$ cat config.mk
export PLATFORM = sky130hd
export DESIGN_NAME = score_add_sequencer
export DESIGN_NICKNAME = d
export VERILOG_FILES = /design/src/rtl/score_add_sequencer.sv
export SDC_FILE = /design/constraint.sdc
export NUM_CORES = 1
export LEC_CHECK = 0
export CAP_MARGIN = 10
export CORE_ASPECT_RATIO = 0.75
export CORE_MARGIN = 2
export CORE_UTILIZATION = 50
export CTS_CLUSTER_SIZE = 40
export DETAILED_ROUTE_END_ITERATION = 10
export PLACE_DENSITY = 0.76
export SYNTH_ARGS = -nofsm -noshare
export SYNTH_HDL_FRONTEND = slang
export SYNTH_SLANG_ARGS = --single-unit
$ cat constraint.sdc
create_clock -name clk -period 3.5 [get_ports clk]
set_input_delay 0.35 -clock clk [delete_from_list [all_inputs] [get_ports clk]]
set_output_delay 0.35 -clock clk [all_outputs]
set_load 0.01 [all_outputs]
$ cat src/rtl/score_add_sequencer.sv
// score_add_sequencer: queues line-clear events and adds them digit-serially into a saturating 4-digit BCD score.
// Define SCORE_HISCORE_EN to keep a best-score register on hi_score; otherwise hi_score is tied to zero.
module score_add_sequencer #(
  parameter int DEPTH = 4
) (
  input  logic        clk,
  input  logic        rst,
  input  logic        new_game,
  input  logic        clr_valid,
  output logic        clr_ready,
  input  logic [1:0]  clr_lines,
  output logic [15:0] score,
  output logic        busy,
  output logic        score_upd,
  output logic [15:0] hi_score
);
  localparam int AW = $clog2(DEPTH);
  typedef enum logic [1:0] {S_IDLE, S_ADD, S_COMMIT} state_t;
  state_t      r_state, w_next;
  logic [1:0]  r_mem [DEPTH];
  logic [AW:0] r_wptr, r_rptr;
  logic [15:0] r_score, r_work, r_opnd;
  logic [1:0]  r_k;
  logic        r_carry, r_upd;
  logic        w_empty, w_full, w_push, w_pop, w_dc;
  logic [1:0]  w_head;
  logic [15:0] w_points, w_new;
  logic [3:0]  w_a, w_b, w_dig;
  logic [4:0]  w_dsum;
  // Extra pointer MSB tells full from empty when the index bits match.
  assign w_empty   = r_wptr == r_rptr;
  assign w_full    = (r_wptr[AW] != r_rptr[AW]) && (r_wptr[AW-1:0] == r_rptr[AW-1:0]);
  assign clr_ready = !w_full;
  assign w_push    = clr_valid && !w_full && !new_game;
  assign w_pop     = (r_state == S_IDLE) && !w_empty && !new_game;
  assign w_head    = r_mem[r_rptr[AW-1:0]];
  assign w_points  = (w_head == 2'd0) ? 16'h0001 :
                     (w_head == 2'd1) ? 16'h0004 :
                     (w_head == 2'd2) ? 16'h0009 : 16'h0016;
  assign w_a       = r_work[{r_k, 2'b00} +: 4];
  assign w_b       = r_opnd[{r_k, 2'b00} +: 4];
  assign w_dsum    = {1'b0, w_a} + {1'b0, w_b} + {4'b0, r_carry};
  assign w_dc      = w_dsum > 5'd9;
  assign w_dig     = w_dc ? w_dsum[3:0] + 4'd6 : w_dsum[3:0];
  assign w_new     = r_carry ? 16'h9999 : r_work;
  assign score     = r_score;
  assign score_upd = r_upd;
  assign busy      = (r_state != S_IDLE) || !w_empty;
  always_ff @(posedge clk or posedge rst)
    if (rst) r_state <= S_IDLE;
    else     r_state <= w_next;
  always_comb begin
    w_next = r_state;
    if (new_game) w_next = S_IDLE;
    else w_next = (r_state == S_IDLE) ? (w_pop ? S_ADD : S_IDLE) :
                  (r_state == S_ADD)  ? ((r_k == 2'd3) ? S_COMMIT : S_ADD) : S_IDLE;
  end
  always_ff @(posedge clk)
    if (w_push) r_mem[r_wptr[AW-1:0]] <= clr_lines;
  always_ff @(posedge clk or posedge rst) begin
    if (rst) begin
      r_wptr  <= '0;
      r_rptr  <= '0;
      r_score <= '0;
      r_work  <= '0;
      r_opnd  <= '0;
      r_k     <= '0;
      r_carry <= 1'b0;
      r_upd   <= 1'b0;
    end else if (new_game) begin
      r_wptr  <= '0;
      r_rptr  <= '0;
      r_score <= '0;
      r_k     <= '0;
      r_carry <= 1'b0;
      r_upd   <= 1'b0;
    end else begin
      r_upd <= r_state == S_COMMIT;
      if (w_push) r_wptr <= r_wptr + (AW+1)'(1);
      if (w_pop) begin
        r_rptr  <= r_rptr + (AW+1)'(1);
        r_opnd  <= w_points;
        r_work  <= r_score;
        r_carry <= 1'b0;
        r_k     <= '0;
      end
      if (r_state == S_ADD) begin
        r_work[{r_k, 2'b00} +: 4] <= w_dig;
        r_carry <= w_dc;
        r_k     <= r_k + 2'd1;
      end
      if (r_state == S_COMMIT) r_score <= w_new;
    end
  end
`ifdef SCORE_HISCORE_EN
  logic [15:0] r_hi;
  // Valid BCD orders the same as binary, so a plain compare is digit-MS-first.
  always_ff @(posedge clk or posedge rst)
    if (rst) r_hi <= '0;
    else if (!new_game && r_state == S_COMMIT && w_new > r_hi) r_hi <= w_new;
  assign hi_score = r_hi;
`else
  assign hi_score = 16'h0000;
`endif
endmodule

## Word-level counts from Yosys, hierarchy flattened

Memories as Yosys holds them, arrays and structs flattened.
Cells that the tools add are included.
W data, S select, Z words.

- Register bits after elaboration: 60
- Bits in writable memories: 8
- Input port bits: 6
- Output and inout port bits: 35
- Logic and storage cells: 77
- Memories: 1

Memories:

| name | words | width | rd ports | clocked after memory_dff | wr ports | line | RTL |
|---|---|---|---|---|---|---|---|
| r_mem | 4 | 2 | 1 | 0 | 1 | 20 | `logic [1:0] r_mem [DEPTH];` |

- Add/sub/neg operators: 7
- Order comparisons: 1
- Eq/ne operators: 8
- Shift-type cells: 4
- Mux-type cells: 29
- Bitwise gates (word level): 1
- Reduce and logical (&&, ||, !) cells: 17

Operators by type and width:

| cell | number |
|---|---|
| $mux W16 | 6 |
| $shiftx A16 B5 Y4 | 2 |
| $bwmux W16 | 1 |
| $shift A4 B6 Y16 const A | 1 |
| $shiftx A4 B6 Y16 | 1 |
| $mux W5 | 3 |
| $mux W2 | 7 |
| $mux W3 | 4 |
| $reduce_bool A2 Y1 | 4 |
| $mux W1 | 7 |
| $add A3 B1 Y3 const B | 2 |
| $eq A2 B2 Y1 const B | 3 |
| $neg A4 Y6 | 1 |
| $add A4 B4 Y5 | 1 |
| $add A5 B1 Y5 | 1 |
| $gt A5 B4 Y1 const B | 1 |
| $logic_and A1 B1 Y1 | 5 |
| $add A4 B3 Y4 const B | 1 |
| $eq A2 B1 Y1 const B | 2 |
| $logic_not A2 Y1 | 2 |
| $mux W4 | 1 |
| $eq A3 B3 Y1 | 1 |
| $logic_not A1 Y1 | 3 |
| $reduce_bool A3 Y1 | 1 |
| 6 further kinds | 6 |

## Depth between registers and ports, before layout

- Depth in word-level cells: 8
- Depth in mapped cells: 13
- Mapped depth without buffers: 12

## Worst setup path before layout

OpenSTA, ideal clock, no wires.

- Path type: register to register
- Start point: register r_k[0]
- End point: register r_work[5]
- Library setup time: 0.143 ns
- Arrival time: 3.187 ns
- Required time: 3.357 ns
- Slack: 0.171 ns
- Cell stages (with the launch flop): 11
- Buffers on the path: 1
- Clock period less this slack: 3.329 ns
- Cells stage by stage: dfrtp_1 buf_1 mux4_2 fa_1 xor2_1 inv_1 ha_1 a21oi_1 mux2_2 a2111oi_4 o221ai_1

- Longest elaborated chain between the ends: 8
- Elaborated cells between the ends (all ways): 12
- Classes of those cells: add/sub: 4; order compare: 1; shift: 4; mux: 3

Ends and longest elaborated chain:

| element | line | RTL |
|---|---|---|
| from (decl) | 23 | `logic [1:0] r_k;` |
| from (signal assigned) | 90 | `r_k <= r_k + 2'd1;` |
| $shiftx A16 B5 Y4, on equally long branches | 40, 41 |  |
| $add A4 B4 Y5 | 42 | `assign w_dsum = {1'b0, w_a} + {1'b0, w_b} + {4'b0, r_carry};` |
| $add A5 B1 Y5 | 42 |  |
| $add A4 B3 Y4 or $gt A5 B4 Y1 (tied branches) | 44, 43 |  |
| $mux W4 | 44 | `assign w_dig = w_dc ? w_dsum[3:0] + 4'd6 : w_dsum[3:0];` |
| $shiftx A4 B6 Y16 | 88 | `r_work[{r_k, 2'b00} +: 4] <= w_dig;` |
| $bwmux W16 * | 88 |  |
| $mux W16 * | 87 | `if (r_state == S_ADD) begin` |
| to (signal assigned) | 83 | `r_work <= r_score;` |
| to (signal, indexed assignment) | 88 |  |
| to (decl) | 22 | `logic [15:0] r_score, r_work, r_opnd;` |

Every way passes the cells marked *; elsewhere a longest branch is shown, timed or not.
A chain may end at the register's enable or synchronous reset.

## Final worst setup path

Same ends and word-level chain as after synthesis.

==> impl_metrics.toml <==
[critical_path]
crit_arrival_ns = 3.44
critPathSlowestCell = "fa_1"
r2r_end = "r_work[5]$_DFFE_PP0N_"
crit_buf_inv = 3
r2r_slack_ns = 0.20
cp_data_required_time_ns = 3.65
cp-end-kind = "register"
crit_family = "adder cells"
slowest_delay_ns = 0.46
path_cells = "buf_4, mux2_2, nand2_1, fa_1, inv_1, fa_1, inv_1, ha_2, a21oi_1, mux2_2, a2111oi_4, o221ai_1"
critPathKind = "register to register"
r2r_start = "r_k[0]$_DFFE_PP0P_"
crit_path_start_kind = "register"
crit_fanout = 8
reg2regPathDepth = 12

[synthesis]
synth_compound_area_share_pct = 15.11
synth_cell_types = 58
syn_avg_cell_area_sq_um = 9.890
netlist_area_sq_um = 3313
yosysSeqAreaShare_pct = 43.50
yosysWarnings = 0
synth_fa_ha_area_share_pct = 6.873
synth_xor_area_share_pct = 2.379
synth_top_family_by_area = "simple AND/OR/NAND/NOR gates"
synth_top_area_share_pct = 36.25
synth_edf_count = 8
synth_simple_gate_area_share_pct = 17.75
netlist.top_cell.by_area = "dfrtp_1"
ys.flop_type = "dfrtp_1"
synth_area_leaders = "dfrtp_1 (36%), edfxtp_1 (7.3%), ha_1 (5.7%)"
postSynth.asyncResetShare_pct = 85.71
muxShareOfSynthArea_pct = 5.929
synthCells = 335
yosys_register_bits = 56

[global_routing]
first_global_vias = 2521
track_usage_pct = 22.65
antenna_found_initial = 0
grt_max_degree = 49
overflow = 0
grt_pass1_wl_mm = 12.82

[power]
internal_power_mw = 1.634
p_leak_nw = 1.537
p_switching_mw = 1.349
p_seq_share_pct = 30.1
p_total_mw = 2.983
pwr_density_cell_nw_per_um2 = 813.1
p_sw_share_pct = 45.21
clkPwrFrac_pct = 13.0
peakVddDrop_v = 0.0004282
p_comb_share_pct = 56.9

[run]
drv_cap = 0

[routing]
drt-wirelength-per-cell_microns = 17.84
m1WireLength_mm = 3.529
drt_iter0_drc = 291
drc = 0
via_per_inst = 5.995
dr.pass1.iters = 6
vias = 2632
maxUsedRoutingLayer = "met4"
met2_wirelength_mm = 3.279
ant_nets = 0
wirelength_mm = 7.830
route.met3.wl_microns = 775

[timing]
final-hold-violation-count = 0
rsz0062_at_grt = "false"
tightest_slew_ns = 1.007
max_slew_margin_pct = 32.79
fin_ws_ns = 0.2035
setup_tns_ns = 0
fin_skew_ns = 0.009163
period_needed_ns = 3.296
slew_violations = 0
setup_viol = 0
finalCritPeriodShare_pct = 94.19
max_freq_mhz = 303.4

[layout]
n_antenna_cell = 0
nets = 380
drive_above_1_share_pct = 9.218
syn2layout_area_growth_pct = 10.73
fin_cells = 439

[die]
num_io_pins = 41
row_count = 25
core-area_sq_um = 6350
initial_core_util_pct = 52.18
fp.dieW_microns = 98.00
dieArea_sq_um = 7300
die_h_microns = 74.50

[clock_tree]
clk_transition_reported_paths_ns = 0.09
hold_buffers = 0
cts_num_sinks = 56
cts_root_buf = "clkbuf_8"
tritoncts = "done"
htreeDepth = 2
clkLatencyLatePin_ns = 0.31
cts_max_path_buffers = 2
cts-buffers-inserted = 5

[place]
dp.cells = 431
dpl_worst_slack_ns = 0.2405
gp_congestion = 1.046
dpl.hpwl_mm = 5.766
io_buffer_count = 24

[hold_path]
min_delay_path_depth = 1
hold_path_end = "r_opnd[0]$_DFFE_PP0P_"
worstHoldPathType = "register to register"
holdCritStartpoint = "r_opnd[0]$_DFFE_PP0P_"

[outcome]
outcome = "complete, no violations"
[Yosys cell counts, types with 3 or more instances]
cell / instances
dfrtp_1: 48
nor2_1: 27
nand2_1: 26
nor3_1: 24
a21oi_1: 18
inv_1: 18
buf_4: 17
o21ai_0: 16
ha_1: 15
nand3_1: 14
clkbuf_1: 9
a22oi_1: 8
edfxtp_1: 8
a31oi_1: 5
xnor2_1: 5
and2_1: 4
mux4_2: 4
o221ai_1: 4
xor2_1: 4
buf_6: 3
mux2_2: 3
nand3b_1: 3
nand4_1: 3
o211ai_1: 3
[power groups by stage]
| stage | clock, mW | combinational (mW) | sequential [mW] |
|---|---|---|---|
| floorplan | 0 | 1.31 | 0.846 |
| global placement | 0 | 1.56 | 0.901 |
| detailed placement | 0 | 1.60 | 0.904 |
| CTS | 0.394 | 1.61 | 0.891 |
| global route | 0.420 | 1.87 | 0.908 |
| finish | 0.389 | 1.70 | 0.897 |
[per-stage QoR]
stage               hold slack [ns]  area [sq um]  util (%)
global route                 0.5350          3669     57.77
CTS                          0.5113          3662     57.67
finish                       0.5072          3669     57.77
global placement             0.4949          3562     56.10
detailed placement           0.4801          3562     56.10
floorplan                    0.4489          3369         -
[worst reg2reg max path: cells and delay by family (launching register included)]
| kind | cells | cell delay (ns) |
|---|---|---|
| adders and majority gates | 3 | 1.07 |
| AOI/OAI and AO/OA | 3 | 0.66 |
| muxes | 2 | 0.54 |
| DFF | 1 | 0.41 |
| buffers and inverters | 3 | 0.39 |
| and+or+nand+nor | 1 | 0.06 |
[state kept, by name, summed over array words and instances, names as in the netlist]
signal	flops
r_work	16
score	16
r_mem	8
r_opnd	4
r_rptr	3
r_wptr	3
r_k	2
r_state	2
r_carry	1
score_upd	1
[per-layer routing]
metal  vias up  global-route usage [%]
li1       1219                       -
met1      1258                   32.48
met2       131                   33.03
met3        24                   5.075
met4         0                   10.96
met5         -                       0
[kinds of logic (layout without fill, tap and decap cells)]
logic type / Yosys count / in the layout
other cells: 1 / 16
mux: 11 / 11
simple gates: 118 / 118
compound gates: 73 / 73
flops: 56 / 56
buf+inv: 50 / 58
xor+xnor: 9 / 9
fa+ha+maj: 17 / 17
[how the worst max path moves through the flow]
stage                       startpoint                    end  cells past startpoint  slack, ns
global route        r_k[0]$_DFFE_PP0P_  r_work[1]$_DFFE_PP0N_                     13       0.03
floorplan           r_k[0]$_DFFE_PP0P_  r_work[5]$_DFFE_PP0N_                     10       0.17
finish              r_k[0]$_DFFE_PP0P_  r_work[5]$_DFFE_PP0N_                     12       0.20
detailed placement  r_k[0]$_DFFE_PP0P_  r_work[5]$_DFFE_PP0N_                     12       0.24
CTS                 r_k[0]$_DFFE_PP0P_  r_work[5]$_DFFE_PP0N_                     12       0.21
global placement    r_k[0]$_DFFE_PP0P_  r_work[5]$_DFFE_PP0N_                     12       0.32
[placed cells by master, fill, tap and decap left out, types with 5 or more instances in the layout]
| master | Yosys | layout |
|---|---|---|
| edfxtp_1 | 8 | 8 |
| conb_1 | 1 | 16 |
| a21oi_1 | 18 | 18 |
| inv_1 | 18 | 17 |
| clkbuf_8 | 0 | 7 |
| nor3_1 | 24 | 24 |
| buf_4 | 17 | 8 |
| nand2_1 | 26 | 26 |
| nor2_1 | 27 | 27 |
| nand3_1 | 14 | 14 |
| dfrtp_1 | 48 | 48 |
| o21ai_0 | 16 | 16 |
| a22oi_1 | 8 | 8 |
| xnor2_1 | 5 | 5 |
| clkdlybuf4s50_1 | 0 | 24 |
| ha_1 | 15 | 14 |
| a31oi_1 | 5 | 5 |
[cell type report]
class                   instances  area, sq um
well taps                      81        101.3
flip-flops and latches         56         1441
multi-input cells             244         1658
fillers                       525         2681
repair buffers                 32        300.3
clock buffers                   8        100.1
inverters                      18        67.56
[timing repair]
action / CTS / global route
setup endpoints to repair: 0 / 3
buffers inserted: 0 / 0
gates resized for setup: 0 / 2
(Power assumes the default switching activity.)
